===== src/rtl/gigatron_video_capture.sv =====
// Captures the Gigatron OUT-port video stream into a 160x120 6-bit framebuffer,
// tracking sync timing with a small state machine and a lock/timeout monitor.
module gigatron_video_capture #(
    parameter int H_BACK   = 12,
    parameter int H_PIXELS = 160,
    parameter int V_BACK   = 33,
    parameter int V_LINES  = 480,
    parameter int TIMEOUT  = 1023
) (
    input  logic        clock,
    input  logic        rst_n,
    input  logic        ce,
    input  logic [7:0]  out_i,
    output logic [14:0] fb_addr,
    output logic [5:0]  fb_data,
    output logic        fb_we,
    output logic        frame_done,
    output logic        locked,
    output logic [8:0]  line,
    output logic [2:0]  o_dbg_state
);

    localparam int VC_W = (V_BACK > 1) ? $clog2(V_BACK) : 1;
    localparam int HC_W = (H_BACK > 1) ? $clog2(H_BACK) : 1;
    localparam int TO_W = $clog2(TIMEOUT + 1);

    typedef enum logic [2:0] {
        S_WAIT_VS = 3'd0,
        S_VBLANK  = 3'd1,
        S_HBACK   = 3'd2,
        S_ACTIVE  = 3'd3,
        S_HIDLE   = 3'd4
    } state_t;

    state_t            r_state, w_state_nxt;
    logic [1:0]        r_prev, w_prev_nxt;
    logic [VC_W-1:0]   r_vcnt, w_vcnt_nxt;
    logic [HC_W-1:0]   r_hcnt, w_hcnt_nxt;
    logic [7:0]        r_col, w_col_nxt;
    logic [8:0]        r_line, w_line_nxt;
    logic [TO_W-1:0]   r_tmo, w_tmo_nxt;
    logic [14:0]       r_fb_addr, w_fb_addr_nxt;
    logic [5:0]        r_fb_data, w_fb_data_nxt;
    logic              r_fb_we, w_fb_we_nxt;
    logic              r_frame_done, w_frame_done_nxt;
    logic              r_locked, w_locked_nxt;

    logic w_vs_fall, w_vs_rise, w_hs_fall, w_hs_rise;

    // Edges are only meaningful on ce samples; r_prev holds the previous ce sample.
    assign w_vs_fall = ce &  r_prev[1] & ~out_i[7];
    assign w_vs_rise = ce & ~r_prev[1] &  out_i[7];
    assign w_hs_fall = ce &  r_prev[0] & ~out_i[6];
    assign w_hs_rise = ce & ~r_prev[0] &  out_i[6];

    always_comb begin
        w_state_nxt      = r_state;
        w_prev_nxt       = r_prev;
        w_vcnt_nxt       = r_vcnt;
        w_hcnt_nxt       = r_hcnt;
        w_col_nxt        = r_col;
        w_line_nxt       = r_line;
        w_tmo_nxt        = r_tmo;
        w_fb_addr_nxt    = r_fb_addr;
        w_fb_data_nxt    = r_fb_data;
        w_fb_we_nxt      = 1'b0;
        w_frame_done_nxt = 1'b0;
        w_locked_nxt     = r_locked;

        if (ce) begin
            w_prev_nxt = out_i[7:6];

            if (w_hs_fall) begin
                w_tmo_nxt = '0;
            end else if (r_tmo != TO_W'(TIMEOUT)) begin
                w_tmo_nxt = r_tmo + TO_W'(1);
            end
            if (w_tmo_nxt == TO_W'(TIMEOUT)) begin
                w_locked_nxt = 1'b0;
            end

            // A vsync fall outranks everything, including a coincident hsync rise.
            if (w_vs_fall && (r_state != S_WAIT_VS)) begin
                w_state_nxt  = S_WAIT_VS;
                w_locked_nxt = 1'b0;
            end else begin
                case (r_state)
                    S_WAIT_VS: begin
                        if (w_vs_rise) begin
                            w_state_nxt = S_VBLANK;
                            w_vcnt_nxt  = '0;
                            w_line_nxt  = '0;
                        end
                    end
                    S_VBLANK: begin
                        if (w_hs_rise) begin
                            if (r_vcnt == VC_W'(V_BACK - 1)) begin
                                w_state_nxt = S_HBACK;
                                w_line_nxt  = '0;
                                w_hcnt_nxt  = '0;
                            end else begin
                                w_vcnt_nxt = r_vcnt + VC_W'(1);
                            end
                        end
                    end
                    S_HBACK: begin
                        // H_BACK samples are spent here after the hsync rise sample.
                        if (r_hcnt == HC_W'(H_BACK - 1)) begin
                            w_state_nxt = S_ACTIVE;
                            w_col_nxt   = '0;
                        end else begin
                            w_hcnt_nxt = r_hcnt + HC_W'(1);
                        end
                    end
                    S_ACTIVE: begin
                        if (w_hs_fall) begin
                            w_state_nxt = S_HIDLE;
                        end else begin
                            w_fb_data_nxt = out_i[5:0];
                            w_fb_addr_nxt = {r_line[8:2], r_col};
                            w_fb_we_nxt   = (r_line[1:0] == 2'b00);
                            if (r_col == 8'(H_PIXELS - 1)) begin
                                w_state_nxt = S_HIDLE;
                            end else begin
                                w_col_nxt = r_col + 8'd1;
                            end
                        end
                    end
                    S_HIDLE: begin
                        if (w_hs_rise) begin
                            if (r_line == 9'(V_LINES - 1)) begin
                                w_state_nxt      = S_WAIT_VS;
                                w_line_nxt       = '0;
                                w_frame_done_nxt = 1'b1;
                                w_locked_nxt     = 1'b1;
                            end else begin
                                w_state_nxt = S_HBACK;
                                w_line_nxt  = r_line + 9'd1;
                                w_hcnt_nxt  = '0;
                            end
                        end
                    end
                    default: begin
                        w_state_nxt = S_WAIT_VS;
                    end
                endcase
            end
        end
    end

    always_ff @(posedge clock) begin
        if (!rst_n) begin
            r_state      <= S_WAIT_VS;
            r_prev       <= 2'b11;
            r_vcnt       <= '0;
            r_hcnt       <= '0;
            r_col        <= '0;
            r_line       <= '0;
            r_tmo        <= '0;
            r_fb_addr    <= '0;
            r_fb_data    <= '0;
            r_fb_we      <= 1'b0;
            r_frame_done <= 1'b0;
            r_locked     <= 1'b0;
        end else begin
            r_state      <= w_state_nxt;
            r_prev       <= w_prev_nxt;
            r_vcnt       <= w_vcnt_nxt;
            r_hcnt       <= w_hcnt_nxt;
            r_col        <= w_col_nxt;
            r_line       <= w_line_nxt;
            r_tmo        <= w_tmo_nxt;
            r_fb_addr    <= w_fb_addr_nxt;
            r_fb_data    <= w_fb_data_nxt;
            r_fb_we      <= w_fb_we_nxt;
            r_frame_done <= w_frame_done_nxt;
            r_locked     <= w_locked_nxt;
        end
    end

    assign fb_addr     = r_fb_addr;
    assign fb_data     = r_fb_data;
    assign fb_we       = r_fb_we;
    assign frame_done  = r_frame_done;
    assign locked      = r_locked;
    assign line        = r_line;
    assign o_dbg_state = r_state;

endmodule


===== config.mk =====
export PLATFORM = sky130hd
export DESIGN_NAME = gigatron_video_capture
export DESIGN_NICKNAME = d
export VERILOG_FILES = /design/src/rtl/gigatron_video_capture.sv
export SDC_FILE = /design/constraint.sdc
export NUM_CORES = 1
export LEC_CHECK = 0
export BUFFER_PORTS_ARGS = -buffer_cell sky130_fd_sc_hd__buf_2
export CORE_ASPECT_RATIO = 1.2
export CORE_UTILIZATION = 57
export CTS_BUF_LIST = sky130_fd_sc_hd__clkbuf_8 sky130_fd_sc_hd__clkbuf_16
export DETAILED_ROUTE_END_ITERATION = 10
export PLACE_DENSITY = 0.8
export REMOVE_ABC_BUFFERS = 1
export SLEW_MARGIN = 20
export SYNTH_ARGS = -nofsm -noshare
export SYNTH_HDL_FRONTEND = slang
export SYNTH_SLANG_ARGS = --single-unit

===== constraint.sdc =====
create_clock -name clock -period 2.3 [get_ports clock]
set_input_delay 0 -clock clock [delete_from_list [all_inputs] [get_ports clock]]
set_output_delay 0 -clock clock [all_outputs]
set_load 0.01 [all_outputs]

## Word-level counts from Yosys, hierarchy flattened

Index checks and enable logic that the tools add are counted.
W data, S select, Z words.

| word-level totals | value |
|---|---|
| flip-flop bits (word level) | 66 |
| output and inout port bits | 36 |
| word-level logic and storage cells | 117 |

| cells by class | value |
|---|---|
| add/sub/neg operators | 5 |
| equality and inequality tests | 26 |
| mux-type cells | 39 |
| bitwise gates (word level) | 19 |
| reduce and logical (&&, ||, !) cells | 16 |

Operator list:

| operator | number |
|---|---|
| $mux W9 | 5 |
| $mux W10 | 3 |
| $pmux W9 S3 | 1 |
| $mux W3 | 8 |
| $mux W8 | 3 |
| $mux W4 | 5 |
| $ne A2 B2 Y1 const B | 10 |
| $mux W6 | 3 |
| $pmux W8 S2 | 1 |
| $ne A3 B3 Y1 const B | 5 |
| $pmux W3 S5 | 1 |
| $reduce_and A7 Y1 | 2 |
| $pmux W4 S3 | 1 |
| $pmux W6 S2 | 1 |
| $reduce_and A6 Y1 | 2 |
| $not A1 Y1 | 11 |
| $add A10 B1 Y10 const B | 1 |
| $eq A10 B10 Y1 const B | 1 |
| $ne A10 B10 Y1 const B | 1 |
| $reduce_or A5 Y1 | 2 |
| $add A9 B1 Y9 const B | 1 |
| $eq A9 B9 Y1 const B | 1 |
| $reduce_bool A3 Y1 | 3 |
| $add A8 B1 Y8 const B | 1 |
| other kinds (18) | 32 |

## Longest topological paths before layout

Gate-level depths: netlist of the first run.

| depth | value |
|---|---|
| depth in word-level cells | 10 |
| gate-level depth with buffers | 7 |
| depth with buffers taken out | 7 |

## Worst setup path after synthesis of the first run

Ideal clock, no wire load.

| path | value |
|---|---|
| path type | register -> register |
| from | register r_tmo[0] |
| to | register r_locked, in the netlist locked |
| library setup time | 129 ps |
| arrival | 1777 ps |
| slack | 394 ps |
| stages on the path, launching flop included | 8 |
| buffers on the path | 0 |
| clock period less this slack | 1906 ps |
| cell sequence | dfxtp_1 > ha_1 > nand2_1 > nor4_1 > a31oi_1 > nor3_1 > and4_1 > o41ai_1 |

| between the ends | value |
|---|---|
| cells in the longest elaborated chain, start to end | 10 |
| elaborated cells between the ends (all ways) | 11 |
| those cells by class | add/sub (1); eq/ne (2); mux (8) |

RTL lines:

| what | line | text |
|---|---|---|
| start: declaration | 41 | `logic [TO_W-1:0] r_tmo, w_tmo_nxt;` |
| start signal: assignment | 172 | `r_tmo <= w_tmo_nxt;` |
| $add A10 B1 Y10 / $ne A10 B10 Y1 (equally long branches) | 76, 75 |  |
| $mux W10 (*) | 75 | `end else if (r_tmo != TO_W'(TIMEOUT)) begin` |
| $mux W10 (*) | 73 | `if (w_hs_fall) begin` |
| $mux W10 (*) | 70 | `if (ce) begin` |
| $eq A10 B10 Y1 (*) | 78 | `if (w_tmo_nxt == TO_W'(TIMEOUT)) begin` |
| $mux W1 (*) | 78 |  |
| $mux W1 | 131 | `if (r_line == 9'(V_LINES - 1)) begin` |
| $mux W1 | 130 | `if (w_hs_rise) begin` |
| $mux W1 (*) | 87 | `case (r_state)` |
| $mux W1 (*) | 83 | `if (w_vs_fall && (r_state != S_WAIT_VS)) begin` |
| end signal: assignment | 177 | `r_locked <= w_locked_nxt;` |
| end: declaration | 46 | `logic r_locked, w_locked_nxt;` |

Every way passes the cells marked *; elsewhere a longest branch is shown, timed or not. The select of a mux whose other input is x is not followed.
A chain may end at the register's enable or synchronous reset.

## Final worst setup path of the first run

| path | value |
|---|---|
| from | register r_state[2], in the netlist o_dbg_state[2] |
| to | register r_hcnt[3] |

| between the ends | value |
|---|---|
| cells in the longest elaborated chain, start to end | 4 |
| elaborated cells between the ends (all ways) | 14 |
| those cells by class | eq/ne (8); mux (1); bitwise (1); reduce/logical (4) |

RTL lines:

| what | line | text |
|---|---|---|
| start: declaration | 35 | `state_t r_state, w_state_nxt;` |
| start signal: assignment | 166 | `r_state <= w_state_nxt;` |
| branches (longest 4 deep; another with $reduce_and A8 Y1) | -- |  |
| end signal: assignment | 169 | `r_hcnt <= w_hcnt_nxt;` |
| end: declaration | 38 | `logic [HC_W-1:0] r_hcnt, w_hcnt_nxt;` |

Parallel ways; which one is timed is not known.

==> run_results.csv, run 1 <==
group,metric,value,unit
status,outcome,"finished with violations",
status,violations,"design-rule violations",
worst_hold_path,hold-path-cell-count,2,
power,netSwitchingFraction,0.241,
clocking,hold_buffers,10,
floorplan,io_pins,47,
final_layout,nNetsFinal,470,
floorplan,start_util,0.601,
worst_setup_path,crit_chain,"or3b_2 -> a21oi_1 -> o21a_1 -> a21boi_0 -> o21a_1",
worst_setup_path,r2r-start,"o_dbg_state[2]$_SDFFE_PN0P_",
synth,yosysWarnings,0,
timing,final-hold-violation-count,0,
floorplan,fp.dieW,70.7,µm
global_route,antenna_found_initial,0,
flow_run,drv_cap,0,
synth,synth_area,3230,µm²
clocking,cts_setup_buffers,0,
global_route,track_usage,0.250,
detailed_routing,drtAntennaViolNets,0,
placed_design,pre_cts_ws,239,ps
power,pwr-share-comb,0.070,
final_layout,stdcell_area,3820,µm²
timing,maxSlewHeadroom,0.690,
worst_setup_path,worstPathRequired,2540,ps
global_route,overflow,0,
worst_hold_path,hp-start,"rst_n",
detailed_routing,wl_per_cell,13.7,µm
worst_setup_path,r2r_slack,200,ps
final_layout,regArea,1320,µm²
clocking,cts_tree,"built",
placed_design,gp_congestion,0.924,
detailed_routing,drcViolationCount,10,
floorplan,core-area,5370,µm²
synth,synth_seq_cells,66,
timing,min_period_over_period,0.911,
synth,dominantRegCellSynth,"dfxtp_1",
power,peakVddDrop,0.448,mV
synth,ys_top_cells_by_area,"dfxtp_1 (41%), nand2_1 (8.4%), a21oi_1 (5.3%)",
final_layout,multiInputGateArea,1800,µm²
power,leakagePower,1.52,nW
final_layout,final_core_util,0.711,
power,p_sw,0.000541,W
worst_setup_path,cpMaxStageDelayCell,"dfxtp_1",
power,pwr-share-seq,0.517,
clocking,htree_levels,3,
timing,setup_viol,0,
worst_setup_path,reg2reg_to,"r_hcnt[3]$_SDFFE_PN0P_",
synth,synthCells,393,
detailed_routing,drt_wl_total,7.09,mm
timing,skew,6.68,ps
worst_setup_path,critPathCaptureType,"flop",
placed_design,post-dp-hpwl,4.86,mm
global_route,grt_pass1_vias,2676,
synth,yosysSeqAreaShare,0.409,
clocking,clock-sinks,66,
timing,rsz0062_at_grt,"no",
placed_design,placed_area,3530,µm²
synth,synth_area_leader_cell,"dfxtp_1",
clocking,numCtsBuffers,9,
worst_setup_path,r2r_cells,5,
synth,ys_types,57,
global_route,grt_start_max_net_pins,24,
detailed_routing,vias,3055,
synth,syn_avg_cell_area,8.21,µm²
placed_design,io_buffers,46,
worst_setup_path,critical_path_class,"reg2reg",
synth,ys_async_sr_fraction,0,
worst_setup_path,cp.arrival,2340,ps
timing,fin_ws,205,ps
synth,synth-edff-count,0,
clocking,root_buffer,"clkbuf_8",
timing,worst_pin_slew,465,ps
worst_setup_path,crit_family,"compound AO/OA/AOI/OAI gates",
worst_setup_path,cp_slowest_stage_delay,600,ps
floorplan,fp.dieArea,5970,µm²
clocking,clk_pin_slew_worst_paths,70,ps
worst_setup_path,path_max_fanout,14,
clocking,clock_path_buffers,2,
floorplan,rows,29,
final_layout,stdcell_count,519,
timing,finalSetupTns,0,ps
detailed_routing,viasPerCell,5.89,
worst_setup_path,path_common_cell,"o21a_1",
timing,fmax,477,MHz
final_layout,syn2layout_area_growth,18.3,%
timing,fin_crit,2100,ps
worst_hold_path,hp-class,"in2reg",
synth,netlist.area_leader.share,0.409,
final_layout,antenna_cells,0,
floorplan,die_h,84.4,µm
worst_setup_path,path_buf_inv,0,
final_layout,drive_above_1_share,0.177,
clocking,cts_resized,0,
global_route,grt_first_pass_wirelength,11.9,mm
detailed_routing,first_pass_iters,8,
final_layout,nFillCells,436,
clocking,clk_latency,350,ps
worst_setup_path,crit_path_start_kind,"flop",
power,cellPowerDensity,589,nW/µm²
power,power.internal,0.00171,W
worst_hold_path,hold_path_end,"r_hcnt[3]$_SDFFE_PN0P_",
timing,drv_slew,0,
placed_design,dp_cells,493,
power,p_clk_frac,0.413,
detailed_routing,initialDrtViolationCount,255,
[how the worst max path moves through the flow]
stage	from	to	slack, ps	cells past startpoint
CTS	o_dbg_state[2]$_SDFFE_PN0P_	r_hcnt[3]$_SDFFE_PN0P_	220	5
finish	o_dbg_state[2]$_SDFFE_PN0P_	r_hcnt[3]$_SDFFE_PN0P_	200	5
floorplan	o_dbg_state[1]$_SDFFE_PN0P_	fb_addr[0]$_SDFFE_PN0P_	-0.001	5
detailed placement	o_dbg_state[2]$_SDFFE_PN0P_	r_hcnt[3]$_SDFFE_PN0P_	240	5
global placement	r_col[0]$_SDFFE_PN0P_	r_col[5]$_SDFFE_PN0P_	340	7
global route	o_dbg_state[2]$_SDFFE_PN0P_	r_hcnt[3]$_SDFFE_PN0P_	50	5
[layout make-up]
class | count | area share
clock inverters | 7 | 0.0164
repair buffers | 64 | 0.102
well taps | 62 | 0.0203
multi-input cells | 300 | 0.471
clock buffers | 9 | 0.0325
flip-flops and latches | 66 | 0.346
inverters | 11 | 0.0108
[worst reg2reg max path, delay by kind of cell, from the launching register on]
family | cells | cell delay, ps
AO/OA/AOI/OAI | 4 | 820
flip-flops | 1 | 600
AND/OR/NAND/NOR | 1 | 560
[sequential cells by signal, summed over array words and instances, names as in the netlist, 2 cells and up]
name	count
fb_addr	15
fb_data	6
line	9
o_dbg_state	3
r_col	8
r_hcnt	4
r_prev	2
r_tmo	10
r_vcnt	6
[routing by layer]
metal	up-vias	track usage	wire, µm
met5	-	0	0
met4	0	0.140	224
met3	21	0.0456	400
met2	109	0.418	3500
met1	1419	0.301	2960
li1	1506	-	-
[cell families (layout without fill, tap and decap cells)]
kind of cell / after synthesis / in the layout / share of synthesized area
adder cells (fa/ha/maj): 7 / 7 / 0.0271
flip-flops: 66 / 66 / 0.409
multiplexers: 10 / 10 / 0.0314
XOR/XNOR: 18 / 18 / 0.0489
buffers and inverters: 27 / 91 / 0.0345
AND/OR/NAND/NOR: 186 / 186 / 0.287
AO/OA/AOI/OAI: 79 / 79 / 0.161
[metrics by stage]
stage	hold slack (ps)	total power, W
finish	36.9	0.00225
global route	47.3	0.00234
CTS	27.3	0.00227
detailed placement	246	0.00133
global placement	242	0.00133
floorplan	61.9	0.00128
[placed cells by master (no fill, tap or decap), drive strengths merged, types with 3 or more instances in the layout]
| cell type | count |
|---|---|
| nand2 | 72 |
| dfxtp | 66 |
| buf | 54 |
| nor2 | 43 |
| a21oi | 35 |
| xor2 | 15 |
| inv | 13 |
| nand4 | 11 |
| nor3 | 11 |
| and3 | 10 |
| dlygate4sd3 | 10 |
| o21ai | 10 |
| mux2i | 9 |
| clkbuf | 9 |
| nand3 | 8 |
| ha | 7 |
| and3b | 6 |
| nand2b | 5 |
| nor2b | 4 |
| o41ai | 4 |
| a211oi | 4 |
| xnor2 | 3 |
| o21a | 3 |
| o22ai | 3 |
[synth_stat cells (2+ instances only)]
| cell | n |
|---|---|
| nor2b_1 | 4 |
| a31oi_1 | 2 |
| and4_1 | 2 |
| and3_1 | 10 |
| o21ai_1 | 2 |
| nand2_1 | 72 |
| clkbuf_1 | 13 |
| xnor2_1 | 3 |
| nand2b_1 | 5 |
| buf_2 | 2 |
| o21ai_0 | 7 |
| nor2_1 | 43 |
| o211ai_1 | 2 |
| a21o_1 | 2 |
| o31a_1 | 2 |
| nor4b_4 | 2 |
| a21boi_0 | 2 |
| a41oi_1 | 2 |
| mux2i_1 | 9 |
| nand3b_1 | 2 |
| o21a_1 | 3 |
| nor3_1 | 10 |
| ha_1 | 7 |
| nor4_1 | 2 |
| o41ai_1 | 4 |
| xor2_1 | 15 |
| o22ai_1 | 2 |
| a21oi_1 | 34 |
| inv_1 | 11 |
| dfxtp_1 | 66 |
| a211oi_1 | 3 |
| nand4_1 | 11 |
| and3b_1 | 6 |
| nand3_1 | 8 |
[power groups by stage]
stage / logic (W) / clock network [W] / registers (W)
6_report: 0.000157 / 0.000927 / 0.00116
5_1_grt: 0.000174 / 0.000999 / 0.00116
4_1_cts: 0.000157 / 0.000949 / 0.00116
3_5_place_dp: 0.000143 / 0 / 0.00119
3_3_place_gp: 0.000141 / 0 / 0.00119
2_1_floorplan: 0.0000873 / 0 / 0.00119
No activity file was read; power rests on OpenSTA's default activity.
==> run 2: changes to the inputs <==
--- a/config.mk
+++ b/config.mk
@@ -7,10 +7,12 @@
 export LEC_CHECK = 0
 export BUFFER_PORTS_ARGS = -buffer_cell sky130_fd_sc_hd__buf_2
 export CORE_ASPECT_RATIO = 1.2
-export CORE_UTILIZATION = 57
+export CORE_MARGIN = 1
+export CORE_UTILIZATION = 51
 export CTS_BUF_LIST = sky130_fd_sc_hd__clkbuf_8 sky130_fd_sc_hd__clkbuf_16
 export DETAILED_ROUTE_END_ITERATION = 10
-export PLACE_DENSITY = 0.8
+export MAX_ROUTING_LAYER = met4
+export PLACE_DENSITY = 0.75
 export REMOVE_ABC_BUFFERS = 1
 export SLEW_MARGIN = 20
 export SYNTH_ARGS = -nofsm -noshare
==> constraint.sdc (replaced) <==
create_clock -name clock -period 1.9 [get_ports clock]
set_input_delay 0 -clock clock [delete_from_list [all_inputs] [get_ports clock]]
set_output_delay 0 -clock clock [all_outputs]
set_load 0.01 [all_outputs]
==> run_results.csv, run 2 (synthesis gave the netlist of run 1 again) <==
group,metric,value,unit
status,outcome,"completed",
placed_design,io_buffers,46,
timing,fin_crit,1870,ps
floorplan,fp.dieArea,6650,µm²
timing,skew,8.29,ps
worst_setup_path,path_max_fanout,3,
flow_run,drv_cap,0,
timing,hold-worst-slack,38.3,ps
power,leakagePower,1.66,nW
clocking,root_buffer,"clkbuf_8",
final_layout,final_core_util,0.675,
final_layout,stdcell_count,562,
clocking,cts_tree,"built",
detailed_routing,vias,3046,
final_layout,nNetsFinal,493,
detailed_routing,drt_wl_total,7.57,mm
final_layout,largest_reg_flops,15,
floorplan,core-area,6090,µm²
timing,drv_slew,0,
global_route,track_usage,0.236,
power,peakVddDrop,0.519,mV
final_layout,syn2layout_area_growth,27.4,%
global_route,antenna_found_initial,0,
global_route,grt_pass1_vias,2656,
timing,maxSlewHeadroom,0.599,
power,cellPowerDensity,687,nW/µm²
timing,worst_pin_slew,593,ps
clocking,clock-sinks,66,
global_route,overflow,0,
clocking,htree_levels,3,
detailed_routing,drcViolationCount,0,
timing,min_period_over_period,0.986,
timing,final-hold-violation-count,0,
final_layout,drive_above_1_share,0.256,
placed_design,post-dp-hpwl,5.23,mm
worst_setup_path,crit_path_start_kind,"flop",
floorplan,start_util,0.530,
timing,rsz0062_at_grt,"yes",
final_layout,final_common_cell,"nand2_1",
global_route,grt_start_max_net_pins,40,
placed_design,dp_cells,537,
worst_setup_path,cp.arrival,2090,ps
detailed_routing,viasPerCell,5.42,
clocking,clock_path_buffers,2,
final_layout,final_cell_mix,"nand2_1 (71), dfxtp_1 (63), buf_2 (46)",
placed_design,gp_congestion,0.881,
floorplan,io_pins,47,
clocking,numCtsBuffers,9,
timing,fmax,534,MHz
detailed_routing,wl_per_cell,13.5,µm
clocking,clk_pin_slew_worst_paths,80,ps
worst_hold_path,hp-class,"in2reg",
worst_setup_path,worstPathRequired,2120,ps
floorplan,die_h,89.1,µm
timing,setup_viol,0,
detailed_routing,initialDrtViolationCount,128,
worst_setup_path,critical_path_class,"reg2reg",
floorplan,fp.dieW,74.6,µm
detailed_routing,first_pass_iters,4,
final_layout,antenna_cells,0,
worst_setup_path,critPathCaptureType,"flop",
clocking,clk_latency,340,ps
floorplan,rows,31,
global_route,grt_first_pass_wirelength,11.7,mm
detailed_routing,drtAntennaViolNets,0,
==> run 2: cell count changes in the layout (fill, tap and decap cells not counted), sizes merged <==
cell	previous run	this run
dlygate4sd3	10	8
clkinvlp	2	0
buf	54	79
clkinv	2	5
inv	13	11
clkbuf	9	10
==> run 2: report_power, final <==
part           switching, W  leakage [nW]  internal, W
Clock              0.000556         0.106     0.000644
Sequential        0.0000111         0.534      0.00139
Combinational      0.000121          1.02    0.0000976
==> run 2: worst max-delay path: stages, from the launching register on <==
cell     delay (ps)
dfxtp_1         330
ha_1            210
and3b_1         190
or2_2           330
o22ai_1         250
o31a_1          240
nor2_4           70
mux2i_1         140
==> run 2: final cells by class <==
type                       instances  area, µm²
inverter                          11       41.3
tap                               82        103
timing repair buffer              87        574
clock inverter                     6       66.3
sequential                        66       1330
clock buffer                      10        138
fill                             520       1980
multi-input combinational        300       1860
==> run 2: path summary, 6_finish.rpt <==
check / cells past startpoint / startpoint / end / slack (ps)
min reg2reg: 2 / fb_addr[12]$_SDFFE_PN0P_ / fb_addr[12]$_SDFFE_PN0P_ / 450
min: 3 / ce / r_prev[1]$_SDFFE_PN1P_ / 40
max reg2reg: 7 / r_hcnt[0]$_SDFFE_PN0P_ / o_dbg_state[1]$_SDFFE_PN0P_ / 30
max: 7 / r_hcnt[0]$_SDFFE_PN0P_ / o_dbg_state[1]$_SDFFE_PN0P_ / 30
==> run 2: per-stage QoR <==
stage / setup TNS (ps) / total power [W] / setup slack, ps / area, µm²
final: 0 / 0.00282 / 26.7 / 4110
after global routing: -124 / 0.00293 / -34.7 / 4110
after CTS: 0 / 0.00283 / 16.2 / 4030
after detailed placement: 0 / 0.00163 / 30.2 / 3750
after global placement: 0 / 0.00163 / 85.4 / 3750
after floorplan: -9180 / 0.00154 / -400 / 3160
==> run 2: layer usage <==
metal / part of all wire / global-route usage
met5: 0 / -
met4: 0.014 / 0.103
met3: 0.034 / 0.0338
met2: 0.50 / 0.410
met1: 0.45 / 0.268
==> run 2: timing repair <==
action / in CTS / in global routing
hold buffers: 8 / 0
resized for setup: 0 / 20
setup endpoints to repair: 0 / 52
endpoints found under the hold margin: 8 / 0
setup buffers: 0 / 1
